## config.mk

```make
export PLATFORM = sky130hd
export DESIGN_NAME = pong_game_ctrl
export DESIGN_NICKNAME = d
export VERILOG_FILES = /design/src/rtl/pong_game_ctrl.sv
export SDC_FILE = /design/constraint.sdc
export NUM_CORES = 1
export LEC_CHECK = 0
export BUFFER_PORTS_ARGS = -buffer_cell sky130_fd_sc_hd__buf_2
export CAP_MARGIN = 20
export CORE_MARGIN = 2
export CORE_UTILIZATION = 57
export CTS_CLUSTER_SIZE = 8
export DETAILED_ROUTE_END_ITERATION = 8
export PLACE_DENSITY = 0.77
export SLEW_MARGIN = 25
export SYNTH_ARGS = -nofsm -noshare
export SYNTH_HDL_FRONTEND = slang
export SYNTH_SLANG_ARGS = --single-unit
```

## constraint.sdc

```tcl
create_clock -name clk -period 3.3 [get_ports clk]
set_input_delay 0.66 -clock clk [delete_from_list [all_inputs] [get_ports clk]]
set_output_delay 0.66 -clock clk [all_outputs]
set_load 0.01 [all_outputs]
```

## src/rtl/pong_game_ctrl.sv

```systemverilog
// -----------------------------------------------------------------------------
// pong_game_ctrl
//   Game-flow controller for the pong design. It conditions the five board
//   buttons and runs the game state machine. It also holds both scores and
//   the win target, and reports the winner. The ball/paddle logic supplies
//   point pulses and consumes state/serve.
//
//   Button conditioning, per button:
//     2-FF synchroniser -> stability counter -> accepted level -> press pulse
//
// Ports
//   clk                 system clock, all logic on posedge
//   rst                 synchronous active-high reset
//   btnC/U/D/L/R        raw buttons: launch, up, down, quit, reserved
//   point_p1, point_p2  1-cycle score pulses from the ball logic
//   state               MENU=0 SET=1 START=2 PLAY=3 END_POINT=4 END_GAME=5
//   score_p1, score_p2  player scores
//   target              win target
//   winner              00 none, 01 p1, 10 p2
//   serve               1-cycle pulse on the START->PLAY transition
//   led                 one-hot of state
// -----------------------------------------------------------------------------
module pong_game_ctrl #(
   parameter int DEBOUNCE_CYC = 250000,
   parameter int POINT_HOLD   = 50000000,
   parameter int SCORE_W      = 4,
   parameter int WIN_MAX      = 9,
   parameter int WIN_DEFAULT  = 5
) (
   input  logic               clk,
   input  logic               rst,
   input  logic               btnC,
   input  logic               btnU,
   input  logic               btnD,
   input  logic               btnL,
   input  logic               btnR,
   input  logic               point_p1,
   input  logic               point_p2,
   output logic [2:0]         state,
   output logic [SCORE_W-1:0] score_p1,
   output logic [SCORE_W-1:0] score_p2,
   output logic [SCORE_W-1:0] target,
   output logic [1:0]         winner,
   output logic               serve,
   output logic [5:0]         led
);

   typedef enum logic [2:0] {
      ST_MENU      = 3'd0,
      ST_SET       = 3'd1,
      ST_START     = 3'd2,
      ST_PLAY      = 3'd3,
      ST_END_POINT = 3'd4,
      ST_END_GAME  = 3'd5
   } state_t;

   localparam int DB_W   = $clog2(DEBOUNCE_CYC + 1);
   localparam int HOLD_W = $clog2(POINT_HOLD + 1);

   // Button vector positions
   localparam int B_C = 0;
   localparam int B_U = 1;
   localparam int B_D = 2;
   localparam int B_L = 3;
   localparam int B_R = 4;

   // ---------------------------------------------------------------------------
   // Button conditioning
   // ---------------------------------------------------------------------------
   logic [4:0]      btn_raw;
   logic [4:0]      sync1, sync2, btn_level, btn_pulse;
   logic [DB_W-1:0] db_cnt [5];

   assign btn_raw = {btnR, btnL, btnD, btnU, btnC};

   always_ff @(posedge clk) begin
      if (rst) begin
         sync1     <= '0;
         sync2     <= '0;
         btn_level <= '0;
         btn_pulse <= '0;
         // NOTE: the counter array is cleared explicitly. Stale counts after
         // reset could otherwise accept a level early.
         for (int i = 0; i < 5; i++) db_cnt[i] <= '0;
      end else begin
         // NOTE: non-blocking assignments make sync2 take the old sync1.
         // That gives two real flop stages, not one.
         sync1     <= btn_raw;
         sync2     <= sync1;
         btn_pulse <= '0;
         for (int i = 0; i < 5; i++) begin
            if (sync2[i] != btn_level[i]) begin
               if (db_cnt[i] == DB_W'(DEBOUNCE_CYC - 1)) begin
                  btn_level[i] <= sync2[i];
                  btn_pulse[i] <= sync2[i];   // press only, release is silent
                  db_cnt[i]    <= '0;
               end else begin
                  db_cnt[i] <= db_cnt[i] + 1'b1;
               end
            end else begin
               db_cnt[i] <= '0;
            end
         end
      end
   end

   logic launch, up, down, quit_btn;
   logic btn_r_pulse_unused;   // btnR is conditioned for future use only

   assign launch             = btn_pulse[B_C];
   assign up                 = btn_pulse[B_U];
   assign down               = btn_pulse[B_D];
   assign quit_btn           = btn_pulse[B_L];
   assign btn_r_pulse_unused = btn_pulse[B_R];

   // ---------------------------------------------------------------------------
   // Game FSM
   // ---------------------------------------------------------------------------
   state_t            cur_state, next_state;
   logic [HOLD_W-1:0] hold_cnt;
   logic              hold_done, quit;

   assign hold_done = (cur_state == ST_END_POINT) &&
                      (hold_cnt == HOLD_W'(POINT_HOLD - 1));
   assign quit      = quit_btn && (cur_state inside
                      {ST_SET, ST_START, ST_PLAY, ST_END_POINT, ST_END_GAME});

   // State register
   always_ff @(posedge clk) begin
      if (rst) cur_state <= ST_MENU;
      else     cur_state <= next_state;
   end

   // Next-state logic
   always_comb begin
      // NOTE: the default assignment first keeps this block combinational.
      // Without it, paths that do not assign next_state would infer a latch.
      next_state = cur_state;
      if (quit) begin
         next_state = ST_MENU;
      end else begin
         case (cur_state)
            ST_MENU:      if (launch) next_state = ST_SET;
            ST_SET:       if (launch) next_state = ST_START;
            ST_START:     if (launch) next_state = ST_PLAY;
            ST_PLAY:      if (point_p1 || point_p2) next_state = ST_END_POINT;
            ST_END_POINT: if (hold_done) begin
                             if (score_p1 >= target || score_p2 >= target)
                                next_state = ST_END_GAME;
                             else
                                next_state = ST_START;
                          end
            ST_END_GAME:  if (launch) next_state = ST_MENU;
            default:      next_state = ST_MENU;   // encodings 6 and 7
         endcase
      end
   end

   // Output decode
   always_comb begin
      led = 6'b000000;
      if (cur_state <= ST_END_GAME) led = 6'b000001 << cur_state;
   end

   assign state = cur_state;

   // ---------------------------------------------------------------------------
   // Point-hold timer and score/target/winner datapath
   // ---------------------------------------------------------------------------
   always_ff @(posedge clk) begin
      if (rst || cur_state != ST_END_POINT || hold_done) hold_cnt <= '0;
      else                                               hold_cnt <= hold_cnt + 1'b1;
   end

   always_ff @(posedge clk) begin
      if (rst) begin
         score_p1 <= '0;
         score_p2 <= '0;
         target   <= SCORE_W'(WIN_DEFAULT);
         winner   <= 2'b00;
         serve    <= 1'b0;
      end else begin
         serve <= (cur_state == ST_START) && (next_state == ST_PLAY);
         if (quit) begin
            score_p1 <= '0;
            score_p2 <= '0;
            winner   <= 2'b00;
         end else begin
            case (cur_state)
               ST_MENU: if (launch) target <= SCORE_W'(WIN_DEFAULT);
               ST_SET: begin
                  if (up && !down && target != SCORE_W'(WIN_MAX))
                     target <= target + 1'b1;
                  if (down && !up && target > SCORE_W'(1))
                     target <= target - 1'b1;
                  if (launch) begin
                     score_p1 <= '0;
                     score_p2 <= '0;
                     winner   <= 2'b00;
                  end
               end
               ST_PLAY: begin
                  // A simultaneous point is a replay, so neither score moves
                  if (point_p1 && !point_p2) score_p1 <= score_p1 + 1'b1;
                  if (point_p2 && !point_p1) score_p2 <= score_p2 + 1'b1;
               end
               ST_END_POINT: if (hold_done) begin
                  if (score_p1 >= target)      winner <= 2'b01;
                  else if (score_p2 >= target) winner <= 2'b10;
               end
               default: ;
            endcase
         end
      end
   end

endmodule

```

### Word-level counts from Yosys, hierarchy flattened

Memories as Yosys holds them, arrays and structs flattened.
Index checks and enable logic that the tools add are counted.

* $lt $le $gt $ge: 4
* multiplexer cells: 96
* add/sub/neg operators: 10
* shift operators: 1
* bitwise gates (word level): 24
* reductions and logical operators: 36
* equal/unequal tests: 26

Operators by type and width (number)
* $mux 18: 15
* $add 18x1->18 const B: 5
* $eq 18x18->1 const B: 5
* $mux 1: 57
* $add 26x1->26 const B: 1
* $eq 26x26->1 const B: 1
* $mux 3: 8
* $mux 4: 6
* $pmux 4 s2: 3
* $pmux 3 s6: 1
* $or 1x1->1: 15
* $add 4x1->4 const B: 3
* $reduce_or 3->1: 4
* $reduce_and 2->1: 5
* $eq 3x2->1 const B: 3
* $logic_and 1x1->1: 9
* $not 1->1: 9
* $ge 4x4->1: 2
* $mux 2: 4
* $reduce_and 4->1: 2
* $eq 3x3->1 const B: 2
* $mux 6: 1
* $ne 2x2->1 const B: 3
* $ne 3x1->1 const B: 2
* other kinds (17): 31

* word-level logic and storage cells: 216
* register bits after elaboration: 63
* memory bits (writable): 90
* memories: 1
* output and inout bits: 24
* input port bits: 9

Memory list
* db_cnt: words 5, width 18, read ports 5, clocked after memory_dff 0, wr ports 5, RTL line 72 `logic [DB_W-1:0] db_cnt [5];`

### Depth between registers and ports, before layout

* depth in word-level cells: 8
* depth in mapped cells: 9
* gate-level depth less buffers: 7

### Least setup slack after synthesis

No wires, ideal clock.

* kind: register -> register
* start point: memory db_cnt[2][0] in the netlist's numbering
* end point: memory db_cnt[2][10] in the netlist's numbering, data pin
* path buffers: 3
* clock period less this slack: 2098 ps
* data required time: 3043 ps
* cell stages (with the launch flop): 10
* setup slack: 1202 ps
* arrival time: 1842 ps
* cell sequence: edfxtp_1 ha_1 and2_1 clkbuf_1 nand2_1 or4_1 nand2b_1 buf_2 buf_2 nor2_1

RTL lines (RTL line)
* start, declared: 72

### Worst setup path after layout

* start point: register cur_state[2], in the netlist state[2]
* end point: output port led[4]

* cells in the longest elaborated chain, start to end: 2
* elaborated cells on any way between the ends: 3
* those cells by class: order compare (1); shift (1); mux (1)

RTL lines
* start, declared: RTL line 119 `state_t cur_state, next_state;`
* start signal, assigned: RTL line 131 `else cur_state <= next_state;`
* $le 3x3->1 or $shl 1x3->6 (tied branches): RTL line 162 `if (cur_state <= ST_END_GAME) led = 6'b000001 << cur_state;`
* $mux 6 (*): RTL line 162
* end, declared: RTL line 45 `output logic [5:0] led`

Every way passes the cells marked *; elsewhere a longest branch is shown, timed or not.

==> impl_metrics.py <==
metrics = {
    "status": {
        "status": "complete, no violations",
    },
    "timing": {
        "post-route-period-util": 0.769,
        "setup_viol": 0,
        "fmax_ghz": 0.394,
        "worst_pin_slew_ns": 0.853,
        "final-hold-violation-count": 0,
        "slew_headroom": 0.426,
        "fin_crit_ns": 2.54,
        "finalMaxSlewViolations": 0,
        "hold-worst-slack_ns": 0.443,
        "setup_tns_ns": 0,
        "rsz0062_at_grt": "no",
        "finClkSkew_ns": 0.00561,
    },
    "min_path": {
        "hp-class": "input port to register",
    },
    "worst_setup_path": {
        "required_ns": 2.64,
        "endpoint_kind": "output port",
        "path_class": "register to output port",
        "critPathMaxFanout": 15,
        "cp.arrival_ns": 1.88,
        "crit_path_start_kind": "register",
    },
    "pwr": {
        "p_int_w": 0.00293,
        "p_sw_w": 0.000801,
        "power_leakage_nw": 2.85,
        "ir_drop_mv": 0.737,
        "switching_share": 0.214,
        "p_clk_frac": 0.487,
        "power_density_nw_per_um2": 478,
        "seq_power_share": 0.487,
        "pwr-share-comb": 0.026,
    },
    "finish": {
        "area_growth_pct": 16.3,
        "mostFrequentLayoutCell": "nor2_1",
        "antenna_cells": 0,
        "drive_above_1_share": 0.0860,
        "final_nets": 816,
        "mostFrequentLayoutCells": "nor2_1 (143), edfxtp_1 (72), conb_1 (72)",
        "fin_area_um2": 7810,
    },
    "route": {
        "drt_pass1_iterations": 5,
        "wl_um": 12500,
        "drcViolationCount": 0,
        "via_per_inst": 5.38,
        "vias": 5083,
        "ant_nets": 0,
        "wire_per_inst_um": 13.2,
        "drtIter0Drc": 381,
    },
    "clock_tree": {
        "cts.htree.levels": 4,
        "cts_tree": "done",
        "post_cts_buffers": 0,
        "cts_buffer_depth": 2,
        "cts.clk_slew.worst_paths_ns": 0.06,
        "cts_root_buf": "clkbuf_16",
        "cts_num_sinks": 132,
        "cts.repair.resized": 0,
        "cts_inserted_buffers": 17,
        "clk_latency_ns": 0.43,
        "hold_buffers": 0,
    },
    "grt": {
        "grt_usage": 0.208,
        "overflow": 0,
        "antenna_found_initial": 0,
        "grt_pass1_wl_um": 21400,
        "grt_max_degree": 27,
        "grt_pass1_vias": 4873,
    },
    "placement": {
        "dpl_cell_area_um2": 7240,
        "globalplace.congestion": 0.834,
        "dpl.hpwl_um": 8940,
        "port_buffers": 31,
    },
    "yosys": {
        "synth_largest_area_cell": "edfxtp_1",
        "yosysWarnings": 0,
        "netlist_area_um2": 6720,
        "ys_seq_area_frac": 0.500,
        "postSynth.asyncResetShare": 0,
        "avgSynthCellArea_um2": 9.77,
        "synth_edf_count": 72,
        "synthesis.instances": 688,
        "synth-main-ff-cell": "edfxtp_1",
        "yosys.area.top_type_share": 0.322,
        "ys_top_cells_by_area": "edfxtp_1 (32%), dfxtp_1 (18%), nor2_1 (8.0%)",
        "synth_seq_cells": 132,
        "synth_cell_types": 49,
    },
    "die": {
        "initial_core_util": 0.586,
        "rows": 39,
        "fp.coreArea_um2": 11500,
        "io_pins": 33,
        "fp.dieArea_um2": 12700,
        "chipWidth_um": 113,
        "fp.dieH_um": 113,
    },
    "job": {
        "maxCapViolCount": 0,
    },
}
[final cells by class]
cell class / instances / area, um2
fillers: 889 / 3650
multi-input cells: 588 / 3470
flip-flops and latches: 132 / 3360
clock buffers: 18 / 439
well taps: 143 / 179
repair buffers: 31 / 155
clock inverters: 14 / 138
inverters: 19 / 71.3
[worst max-delay path, stage by stage (launching register included)]
cell and delay [ns]:
dfxtp_1 0.59, nor3b_2 0.62, buf_2 0.24
[metrics by stage]
stage	utilization	cells	total power (W)	worst slack, ns
detailed placement	0.631	913	0.00195	0.866
global route	0.681	945	0.00385	0.674
finish	0.681	945	0.00374	0.762
global placement	0.631	913	0.00194	0.954
floorplan	-	759	0.00192	1.20
CTS	0.681	945	0.00375	0.778
[registers in the layout, summed over array words and instances, names as in the netlist]
signal,count
btn_level,4
btn_pulse,4
db_cnt,72
hold_cnt,26
score_p1,4
score_p2,4
serve,1
state,3
sync1,4
sync2,4
target,4
winner,2
[worst paths after layout]
| kind | from | end | slack [ns] | depth (start not counted) |
|---|---|---|---|---|
| max | state[2]$_SDFF_PP0_ | led[4] | 0.76 | 2 |
| min | btnU | sync1[1]$_SDFF_PP0_ | 0.44 | 2 |
| max reg2reg | db_cnt[2][11]$_SDFFCE_PP0P_ | db_cnt[2][9]$_SDFFCE_PP0P_ | 0.84 | 5 |
| min reg2reg | sync1[0]$_SDFF_PP0_ | sync2[0]$_SDFF_PP0_ | 0.45 | 1 |
[power by group through the flow]
stage	logic, W	clock network (W)	registers [W]
after floorplan	0.0000789	0	0.00184
after global placement	0.0000903	0	0.00185
after detailed placement	0.0000925	0	0.00185
after CTS	0.0000936	0.00184	0.00182
after global routing	0.000111	0.00192	0.00183
final	0.0000961	0.00182	0.00182
[per-layer routing]
metal	global-route usage	routed length, um	part of all wire
met1	0.260	5830	0.47
met5	0	0	0
met3	0.0680	552	0.044
met2	0.337	5820	0.47
met4	0.0837	276	0.022
[cell usage after synthesis (all sizes together) (2+ instances only)]
cell,count
o21ai,7
nor4,12
inv,19
o211ai,4
nand4,29
or4,3
nand3,37
nor2b,12
and3,14
dfxtp,60
a31oi,2
xnor2,49
clkbuf,12
xor2,49
mux2i,7
nand2b,10
o22ai,2
buf,8
a21oi,10
ha,18
a2111oi,2
nor4b,11
nor3b,5
nand2,43
nand3b,4
and2,5
edfxtp,72
and4,6
nor2,143
nor3,14
o32ai,2
or3,5
[cells by family after synthesis]
group / synth area share
buffers and inverters: 0.0233
flip-flops: 0.500
adder cells (fa/ha/maj): 0.0335
XOR/XNOR: 0.128
other: 0.000558
AO/OA/AOI/OAI: 0.0376
multiplexers: 0.0104
AND/OR/NAND/NOR: 0.266
Power figures use the tool's default switching activity.
